--- config.mk ---
export PLATFORM = sky130hd
export DESIGN_NAME = gobang_move_ctrl_flat
export DESIGN_NICKNAME = d
export VERILOG_FILES = /design/src/rtl/gobang_pkg.sv /design/src/rtl/gobang_move_ctrl_if.sv /design/src/rtl/gobang_cell_decode.sv /design/src/rtl/gobang_move_ctrl.sv /design/src/flat_wrapper.sv
export SDC_FILE = /design/constraint.sdc
export NUM_CORES = 1
export LEC_CHECK = 0
export BUFFER_PORTS_ARGS = -buffer_cell sky130_fd_sc_hd__buf_2
export CAP_MARGIN = 20
export CORE_AREA = 8 8 271 273
export DETAILED_ROUTE_END_ITERATION = 8
export DIE_AREA = 0 0 279 281
export PLACE_DENSITY = 0.6
export SETUP_SLACK_MARGIN = 0.2
export SKIP_CTS_REPAIR_TIMING = 1
export SYNTH_ARGS = -nofsm -noshare
export SYNTH_HDL_FRONTEND = slang
export SYNTH_SLANG_ARGS = --single-unit
--- constraint.sdc ---
create_clock -name clk -period 13.7 [get_ports clk]
set_input_delay 1.37 -clock clk [delete_from_list [all_inputs] [get_ports clk]]
set_output_delay 1.37 -clock clk [all_outputs]
set_load 0.005 [all_outputs]
--- src/rtl/gobang_pkg.sv ---
// gobang_pkg
// Shared definitions for the gobang move sequencer and its neighbours:
// board geometry, player and winner encodings, the sequencer state enum
// and the row/col -> bitmap index helper.
package gobang_pkg;

    localparam int BOARD_N = 15;
    localparam int CELLS   = BOARD_N * BOARD_N;

    // move_count is 8 bits wide; full board value in that width.
    localparam logic [7:0] CELLS_U8 = 8'(CELLS);

    typedef enum logic {
        BLACK = 1'b0,
        WHITE = 1'b1
    } player_t;

    typedef enum logic [1:0] {
        WIN_NONE  = 2'b00,
        WIN_BLACK = 2'b01,
        WIN_WHITE = 2'b10,
        WIN_DRAW  = 2'b11
    } winner_t;

    typedef enum logic [1:0] {
        S_IDLE  = 2'd0,
        S_CHECK = 2'd1,
        S_DONE  = 2'd2,
        S_OVER  = 2'd3
    } state_t;

    // Bitmap index = row*15 + col. row*15 is formed as row*16 - row so
    // only a shift and a subtract are needed; the result fits in 8 bits
    // for any 4-bit row/col (max 15*15+15 = 240).
    function automatic logic [7:0] cell_idx(input logic [3:0] row,
                                            input logic [3:0] col);
        return ({row, 4'b0000} - {4'b0000, row}) + {4'b0000, col};
    endfunction

endpackage

--- src/rtl/gobang_move_ctrl_if.sv ---
// gobang_move_ctrl_if
// Placement request channel between the input/UI layer (master) and the
// move sequencer (slave).
//   place_req  master->slave  request a stone at (place_row, place_col)
//   place_row  master->slave  requested row, 0..14 valid
//   place_col  master->slave  requested column, 0..14 valid
//   place_rdy  slave->master  request will be sampled this cycle
//   place_ack  slave->master  one-cycle pulse: move accepted and evaluated
//   place_err  slave->master  one-cycle pulse: move rejected
//
// Handshake: a request is taken on a rising edge where place_req and
// place_rdy are both high; row/col must be stable in that cycle. A request
// while place_rdy is low is ignored (no response at all). Every taken
// request gets exactly one response: place_err in the following cycle, or
// place_ack two cycles later once the move has been evaluated.
interface gobang_move_ctrl_if;

    logic       place_req;
    logic [3:0] place_row;
    logic [3:0] place_col;
    logic       place_rdy;
    logic       place_ack;
    logic       place_err;

    modport master (
        output place_req, place_row, place_col,
        input  place_rdy, place_ack, place_err
    );

    modport slave (
        input  place_req, place_row, place_col,
        output place_rdy, place_ack, place_err
    );

endinterface

--- src/rtl/gobang_cell_decode.sv ---
// gobang_cell_decode
// Combinational row/col decoder shared by the move sequencer and the
// display cursor logic.
//   row, col  in   4-bit board coordinates
//   idx       out  bitmap index row*15+col (meaningful only when in_range)
//   in_range  out  both coordinates are within 0..14
module gobang_cell_decode
    import gobang_pkg::*;
(
    input  logic [3:0] row,
    input  logic [3:0] col,
    output logic [7:0] idx,
    output logic       in_range
);

    assign idx      = cell_idx(row, col);
    assign in_range = (row < 4'(BOARD_N)) && (col < 4'(BOARD_N));

endmodule

--- src/rtl/gobang_move_ctrl.sv ---
// gobang_move_ctrl
// Turn and move sequencer for the 15x15 gobang board. Validates placement
// requests, owns both occupancy bitmaps, drives the external direction
// checkers with the newest stone and declares win / draw / next turn.
//   clk, rst_n      clock, synchronous active-low reset
//   new_game        synchronous clear of the whole game, any state
//   place           placement request channel (slave side)
//   board_black     black occupancy, bit = row*15+col
//   board_white     white occupancy, same indexing
//   cur_player      side to move (0 black, 1 white)
//   chk_row/col     coordinates presented to the direction checkers
//   chk_board       mover's bitmap presented to the direction checkers
//   win_h/v/d/a     direction checker results, sampled in CHECK only
//   game_over       high in OVER
//   winner          00 none, 01 black, 10 white, 11 draw
//   move_count      stones on the board, saturates at 225
//   dbg_state       current sequencer state
module gobang_move_ctrl
    import gobang_pkg::*;
(
    input  logic               clk,
    input  logic               rst_n,
    input  logic               new_game,
    gobang_move_ctrl_if.slave  place,
    output logic [CELLS-1:0]   board_black,
    output logic [CELLS-1:0]   board_white,
    output logic               cur_player,
    output logic [3:0]         chk_row,
    output logic [3:0]         chk_col,
    output logic [CELLS-1:0]   chk_board,
    input  logic               win_h,
    input  logic               win_v,
    input  logic               win_d,
    input  logic               win_a,
    output logic               game_over,
    output logic [1:0]         winner,
    output logic [7:0]         move_count,
    output state_t             dbg_state
);

    state_t           state;
    player_t          mover;
    winner_t          winner_q;
    logic             win_q;
    logic             ack_q;
    logic             err_q;

    logic [7:0]       req_idx;
    logic             req_in_range;
    logic [CELLS-1:0] cell_mask;
    logic             occupied;
    logic             accept;

    gobang_cell_decode u_decode (
        .row      (place.place_row),
        .col      (place.place_col),
        .idx      (req_idx),
        .in_range (req_in_range)
    );

    // Out-of-range indices (>=225) shift the single bit off the top, so the
    // mask is all-zero and cannot touch either bitmap.
    assign cell_mask = CELLS'(1) << req_idx;
    assign occupied  = |((board_black | board_white) & cell_mask);
    assign accept    = req_in_range && !occupied;

    always_ff @(posedge clk) begin
        if (!rst_n || new_game) begin
            state       <= S_IDLE;
            mover       <= BLACK;
            winner_q    <= WIN_NONE;
            win_q       <= 1'b0;
            ack_q       <= 1'b0;
            err_q       <= 1'b0;
            board_black <= '0;
            board_white <= '0;
            move_count  <= '0;
            chk_row     <= '0;
            chk_col     <= '0;
        end else begin
            ack_q <= 1'b0;
            err_q <= 1'b0;
            case (state)
                S_IDLE: begin
                    if (place.place_req) begin
                        if (accept) begin
                            if (mover == BLACK) begin
                                board_black <= board_black | cell_mask;
                            end else begin
                                board_white <= board_white | cell_mask;
                            end
                            if (move_count != CELLS_U8) begin
                                move_count <= move_count + 8'd1;
                            end
                            chk_row <= place.place_row;
                            chk_col <= place.place_col;
                            state   <= S_CHECK;
                        end else begin
                            err_q <= 1'b1;
                        end
                    end
                end
                S_CHECK: begin
                    // Checkers are combinational on chk_*; their answer for
                    // the new stone is valid by the end of this cycle.
                    win_q <= win_h | win_v | win_d | win_a;
                    ack_q <= 1'b1;
                    state <= S_DONE;
                end
                S_DONE: begin
                    if (win_q) begin
                        winner_q <= (mover == BLACK) ? WIN_BLACK : WIN_WHITE;
                        state    <= S_OVER;
                    end else if (move_count == CELLS_U8) begin
                        winner_q <= WIN_DRAW;
                        state    <= S_OVER;
                    end else begin
                        mover <= (mover == BLACK) ? WHITE : BLACK;
                        state <= S_IDLE;
                    end
                end
                S_OVER: begin
                    // Board is frozen; keep the UI unblocked but refuse moves.
                    if (place.place_req) begin
                        err_q <= 1'b1;
                    end
                end
                default: begin
                    state <= S_IDLE;
                end
            endcase
        end
    end

    assign place.place_rdy = (state == S_IDLE) || (state == S_OVER);
    assign place.place_ack = ack_q;
    assign place.place_err = err_q;

    // The mover does not change until the end of DONE, so following the
    // side to move yields the mover's bitmap (with the new stone) in CHECK.
    assign chk_board  = (mover == WHITE) ? board_white : board_black;

    assign cur_player = mover;
    assign game_over  = (state == S_OVER);
    assign winner     = winner_q;
    assign dbg_state  = state;

endmodule

--- src/flat_wrapper.sv ---
// flat-port wrapper written by rule: the top's interface ports become plain ports
module gobang_move_ctrl_flat import gobang_pkg::*;
  (clk, rst_n, new_game, board_black, board_white, cur_player, chk_row, chk_col, chk_board, win_h, win_v, win_d, win_a, game_over, winner, move_count, dbg_state, place_place_req, place_place_row, place_place_col, place_place_rdy, place_place_ack, place_place_err);
  gobang_move_ctrl_if place_i ();
  input  logic clk;
  input  logic rst_n;
  input  logic new_game;
  output logic [CELLS-1:0] board_black;
  output logic [CELLS-1:0] board_white;
  output logic cur_player;
  output logic [3:0] chk_row;
  output logic [3:0] chk_col;
  output logic [CELLS-1:0] chk_board;
  input  logic win_h;
  input  logic win_v;
  input  logic win_d;
  input  logic win_a;
  output logic game_over;
  output logic [1:0] winner;
  output logic [7:0] move_count;
  output state_t dbg_state;
  input wire logic [$bits(place_i.place_req)-1:0] place_place_req;
  input wire logic [$bits(place_i.place_row)-1:0] place_place_row;
  input wire logic [$bits(place_i.place_col)-1:0] place_place_col;
  output wire logic [$bits(place_i.place_rdy)-1:0] place_place_rdy;
  output wire logic [$bits(place_i.place_ack)-1:0] place_place_ack;
  output wire logic [$bits(place_i.place_err)-1:0] place_place_err;
  assign place_i.place_req = place_place_req;
  assign place_i.place_row = place_place_row;
  assign place_i.place_col = place_place_col;
  assign place_place_rdy = place_i.place_rdy;
  assign place_place_ack = place_i.place_ack;
  assign place_place_err = place_i.place_err;
  gobang_move_ctrl u_core (.clk(clk), .rst_n(rst_n), .new_game(new_game), .place(place_i), .board_black(board_black), .board_white(board_white), .cur_player(cur_player), .chk_row(chk_row), .chk_col(chk_col), .chk_board(chk_board), .win_h(win_h), .win_v(win_v), .win_d(win_d), .win_a(win_a), .game_over(game_over), .winner(winner), .move_count(move_count), .dbg_state(dbg_state));
endmodule
After elaboration in Yosys (flattened, before gate mapping)
Index checks and enable logic that the tools add are counted.
{"block": "word_totals", "reg_bits": 474, "inputBits": 16}
{"block": "op_classes", "add_sub_neg": 3, "n_lt_le_gt_ge": 2, "eq_ne": 7, "n_shift": 1, "mux": 15, "bitwise": 10, "reduce_logical": 17}
{"op": "bitwise OR 225 bit", "n": 3}
{"op": "AND 225 bit", "n": 1}
{"op": "two-way mux 225 bit", "n": 1}
{"op": "OR reduction 225 bit", "n": 1}
{"op": "left shift 1 x 8 -> 225 bit, first input constant", "n": 1}
{"op": "two-way mux 2 bit", "n": 7}
{"op": "AND reduction 4 bit", "n": 3}
{"op": "AND reduction 3 bit", "n": 3}
{"op": "adder 8 x 1 -> 8 bit, second input constant", "n": 1}
{"op": "adder 8 x 4 -> 8 bit", "n": 1}
{"op": "== test 8 bit, second input constant", "n": 1}
{"op": "< comparator 4 bit, second input constant", "n": 2}
{"op": "inequality test 8 bit, second input constant", "n": 1}
{"op": "subtractor 8 x 4 -> 8 bit", "n": 1}
{"op": "one-hot mux 2 bit (3 select lines)", "n": 1}
{"op": "two-way mux 1 bit", "n": 5}
{"op": "== test 2 bit, second input constant", "n": 2}
{"op": "NOT 1 bit", "n": 3}
{"op": "bitwise OR 1 bit", "n": 3}
{"op": "nonzero test 3 bit", "n": 1}
{"op": "== test 2 x 1 -> 1 bit, second input constant", "n": 1}
{"op": "logical AND 1 bit", "n": 2}
{"op": "zero test 1 bit", "n": 2}
{"op": "zero test 2 bit", "n": 1}
{"op": "6 further kinds", "n": 7}

Longest topological paths before layout
{"block": "logic_depth", "word_depth": 10, "ltp_mapped": 21, "depth_no_buf": 14}

Hierarchy
From an unflattened synthesis, not the netlist that was laid out.
{"block": "hier_totals", "hier_cells": 2414, "hier_area_um2": 21594.5}
{"mod": "gobang_move_ctrl", "n_inst": 1, "cells_per_inst": 2380, "area_each_um2": 21326.7}
{"mod": "gobang_cell_decode", "n_inst": 1, "cells_per_inst": 34, "area_each_um2": 267.8}

Least setup slack after synthesis
No wires, ideal clock.
{"block": "synth_timing", "path_kind": "input to register", "startpoint": "input place_place_row[3]", "endpoint": "register u_core.move_count[3]", "arrival_time_ns": 5.269, "slack_ns": 8.360, "cell_stages": 19, "path_buffers": 6, "path_cell_list": "clkbuf_1 inv_1 clkbuf_1 ha_1 buf_2 a211o_1 nor2_4 nor2_2 buf_4 buf_6 nand3_1 nor3_1 a2111oi_0 nand4_1 nor4_4 nand4_2 buf_2 or4_1 a21oi_1"}
{"block": "synth_between", "elab_chain_len": 8, "elab_cells_between_ends": 10, "cone_classes": "add/sub: 2; order compare: 1; shift: 1; bitwise: 1; reduce/logical: 5"}
{"item": "from (decl)", "line": "flat_wrapper.sv:23", "source": "input wire logic [$bits(place_i.place_row)-1:0] place_place_row;"}
{"item": "subtractor 8 x 4 -> 8 bit", "line": "gobang_pkg.sv:37", "source": "return ({row, 4'b0000} - {4'b0000, row}) + {4'b0000, col};"}
{"item": "adder 8 x 4 -> 8 bit", "line": "gobang_pkg.sv:37"}
{"item": "left shift 1 x 8 -> 225 bit", "line": "gobang_move_ctrl.sv:63", "source": "assign cell_mask = CELLS'(1) << req_idx;"}
{"item": "AND 225 bit", "line": "gobang_move_ctrl.sv:64", "source": "assign occupied = |((board_black | board_white) & cell_mask);"}
{"item": "OR reduction 225 bit", "line": "gobang_move_ctrl.sv:64"}
{"item": "zero test 1 bit", "line": "gobang_move_ctrl.sv:65", "source": "assign accept = req_in_range && !occupied;"}
{"item": "logical AND 1 bit (*)", "line": "gobang_move_ctrl.sv:65"}
{"item": "AND reduction 4 bit (no source line) (*)"}
{"item": "to (signal assigned)", "line": "gobang_move_ctrl.sv:93", "source": "move_count <= move_count + 8'd1;"}
{"item": "to (decl)", "line": "gobang_move_ctrl.sv:37", "source": "output logic [7:0] move_count,"}
Mark *: on every way between the ends. The rest lies on a longest branch, timed or not.
A chain may end at the register's enable or synchronous reset.

Worst setup path in the final report
{"block": "layout_timing", "startpoint": "input place_place_row[3]", "endpoint": "register u_core.board_white[65]"}
{"block": "layout_between", "elab_chain_len": 8, "elab_cells_between_ends": 11, "cone_classes": "add/sub: 2; order compare: 1; shift: 1; bitwise: 2; reduce/logical: 5"}
{"item": "subtractor 8 x 4 -> 8 bit", "line": "gobang_pkg.sv:37"}
{"item": "adder 8 x 4 -> 8 bit", "line": "gobang_pkg.sv:37"}
{"item": "left shift 1 x 8 -> 225 bit", "line": "gobang_move_ctrl.sv:63"}
{"item": "AND 225 bit", "line": "gobang_move_ctrl.sv:64"}
{"item": "OR reduction 225 bit", "line": "gobang_move_ctrl.sv:64"}
{"item": "zero test 1 bit", "line": "gobang_move_ctrl.sv:65"}
{"item": "logical AND 1 bit", "line": "gobang_move_ctrl.sv:65"}
{"item": "AND reduction 4 bit (no source line)"}
{"item": "to (signal assigned)", "line": "gobang_move_ctrl.sv:90", "source": "board_white <= board_white | cell_mask;"}
{"item": "to (decl)", "line": "gobang_move_ctrl.sv:26", "source": "output logic [CELLS-1:0] board_white,"}
Parallel ways exist; a longest one is shown, timed or not.

==> impl_metrics.tcl <==
set metrics [dict create \
    outcome "finished, final reports clean" \
    cts_max_level 2 \
    synth_seq_cells 474 \
    grt_pass1_wl_mm 177 \
    syn-instance-count 2175 \
    finalSetupViolations 0 \
    timing.rr.start "u_core.board_white[185]$_SDFFE_PP0P_" \
    finalCritPeriodShare 0.610 \
    grtUsageTotal 0.306 \
    wl_per_cell_um 34.1 \
    worstSkewPairLatency_ns 0.62 \
    worstMarginPinSlew_ns 1.18 \
    synth_flop_cell "dfxtp_1" \
    fmax_mhz 120 \
    grt-ovfl-total 0 \
    drc 0 \
    portBuffers 715 \
    wl_mm 127 \
    critPathKind "input port to register" \
    fin_nets 2790 \
    hpwlAfterDp_mm 95.5 \
    die_h_um 281 \
    critPathMaxStageDelay_ns 0.76 \
    finClkSkew_ns 0.0326 \
    cp_data_required_time_ns 14.23 \
    drt_iter0_drc 2650 \
    fin_hold_ws_ns 0.481 \
    first_pass_iters 6 \
    fin_crit_ns 8.36 \
    synth.most_common_cell "dfxtp_1" \
    cts_tree "built" \
    reg2reg_setup_slack_ns 8.93 \
    ys_seq_area_frac 0.429 \
    synth_edf_count 0 \
    hold_path_class "register to register" \
    die_x_um 279 \
    yosys-top-cells-area "dfxtp_1 43%, a32o_1 12%, mux2_2 12%" \
    core.rowCount 97 \
    ir_drop_mv 0.0915 \
    tns_ns 0 \
    synth.avg_cell_area_sq_um 10.2 \
    area_growth_pct 27.1 \
    critPathMaxFanout 71 \
    yosys_warnings 0 \
    grt_max_degree 168 \
    clk_pin_slew_ns 0.06 \
    p_per_area_nw_per_um2 115 \
    synth_largest_type_area_fraction 0.429 \
    power.leakage_nw 12.3 \
    fin_util 0.406 \
    slowest_stage "buf_4" \
    worstPathArrival_ns 8.89 \
    synth_nets 2203 \
    initial_core_util 0.319 \
    gp_congestion 0.907 \
    hold_path_end "u_core.chk_row[2]$_SDFFE_PP0P_" \
    cts.sinks 474 \
    start_kind "input port" \
    cpMostUsedCell "buf_4" \
    hp-start "u_core.chk_row[2]$_SDFFE_PP0P_" \
    async_flop_share 0 \
    root_buffer "clkbuf_16" \
    path_cells "buf_2 -> inv_1 -> ha_1 -> a211oi_4 -> nand2_2 -> nand2_2 -> buf_4 -> nand3_1 -> a31oi_1 -> a21oi_1 -> or4_1 -> nor4_2 -> nand4_2 -> buf_4 -> nor3_4 -> buf_4 -> buf_4 -> a32o_1" \
    rr_endpoint "u_core.board_white[65]$_SDFFE_PP0P_" \
    grt_pass1_vias 22900 \
    vias 23300 \
    fp.coreArea_sq_um 69300 \
    cap_violations 0 \
    drv_slew 0 \
    relSlewSlack 0.212 \
    grt_setup_unrepaired "no" \
    ys_types 82 \
    ios 716 \
    ant_nets 0 \
    hold_depth 2 \
    critPathCaptureType "register" \
    cts_made_buffers 51 \
    hold_viol_final 0 \
    synth.cell_area_sq_um 22100 \
    antenna_found_initial 7 \
    yosys-top-cells-count "474 x dfxtp_1, 270 x a32o_1, 227 x mux2_2" \
    vias_per_cell 6.23 \
    r2r_cells 13 \
    dieArea_sq_um 78400 \
    drive_gt1_frac 0.395 \
    cts.path.max_buffers 3 \
    yosys.area.top_type "dfxtp_1" \
]
-- how the worst max path moves through the flow --
stage                                                end  slack [ns]  cells past startpoint                from
floorplan              u_core.move_count[3]$_SDFFE_PP0P_        8.36                     19  place_place_row[3]
global placement    u_core.board_white[133]$_SDFFE_PP0P_        4.84                     18  place_place_row[3]
detailed placement  u_core.board_black[210]$_SDFFE_PP0P_        4.97                     18  place_place_row[3]
CTS                  u_core.board_white[65]$_SDFFE_PP0P_        5.61                     18  place_place_row[3]
global route         u_core.board_white[68]$_SDFFE_PP0P_        5.20                     18  place_place_row[3]
finish               u_core.board_white[65]$_SDFFE_PP0P_        5.34                     18  place_place_row[3]
-- stage by stage --
stage	power, mW	worst slack (ns)	instances	cell area (sq um)
4_1_cts	3.23	5.61	3742	28100
2_1_floorplan	1.65	8.36	2175	22100
3_5_place_dp	1.82	4.97	3649	26400
6_report	3.22	5.34	3744	28100
3_3_place_gp	1.82	4.84	3649	26400
5_1_grt	3.30	5.20	3742	28100
-- kinds of logic after synthesis --
| logic type | synth area share |
|---|---|
| adder cells (fa/ha/maj) | 0.00712 |
| XOR/XNOR | 0.00300 |
| AND/OR/NAND/NOR | 0.0956 |
| AO/OA/AOI/OAI | 0.296 |
| multiplexers | 0.122 |
| flip-flops | 0.429 |
| buffers and inverters | 0.0480 |
-- power breakdown --
| group | switching [mW] | total (mW) | internal, mW | leakage (nW) |
|---|---|---|---|---|
| Combinational | 0.345 | 0.418 | 0.0735 | 7.66 |
| Sequential | 0.00331 | 1.38 | 1.38 | 3.82 |
| Clock | 0.597 | 1.42 | 0.825 | 0.849 |
-- layer usage --
layer	global-route usage	wire length, um
met1	0.377	50700
met3	0.0497	9030
met4	0.0912	4010
met5	0	12
met2	0.544	63700
-- cell type report --
cell class | count | area, sq um
repair buffers | 759 | 3920
flip-flops and latches | 474 | 9490
multi-input cells | 1460 | 11800
diodes | 2 | 5.00
well taps | 940 | 1180
clock inverters | 20 | 253
inverters | 16 | 60.1
fillers | 6888 | 41200
clock buffers | 73 | 1470
-- flip-flops by register name, indices dropped and copies added (netlist names) --
name / flops
u_core.winner: 2
u_core.place.place_ack: 1
u_core.chk_row: 4
u_core.win_q: 1
u_core.move_count: 8
u_core.chk_col: 4
u_core.place.place_err: 1
u_core.cur_player: 1
u_core.board_white: 225
u_core.dbg_state: 2
u_core.board_black: 225
-- critical path, delay by kind of cell --
| kind | cells | cell delay [ns] |
|---|---|---|
| buffers and inverters | 6 | 3.15 |
| and+or+nand+nor | 7 | 2.42 |
| AOI/OAI and AO/OA | 4 | 1.19 |
| adders and majority gates | 1 | 0.57 |
-- layout by cell type, fill, tap and decap left out, types with 12 or more instances in the layout --
cell       Yosys  final
buf_2         46    715
dfxtp_1      474    473
a32o_1       270    270
mux2_2       227    227
a22o_1       181    181
nor2_1       156    155
o21ai_0       79     78
nor3_1        62     60
o211ai_1      55     55
clkbuf_16      0     51
a21oi_1       48     48
nand2_1       44     44
buf_4         21     43
nand3_1       40     40
o2111ai_1     22     22
nor4_1        19     19
nand4_1       17     17
a211oi_1      17     17
inv_1         16     16
o22ai_1       13     13
mux2i_1       13     13
nand2b_1      12     12
a31oi_1       12     12
or3_1         12     12
(Power assumes the default switching activity.)
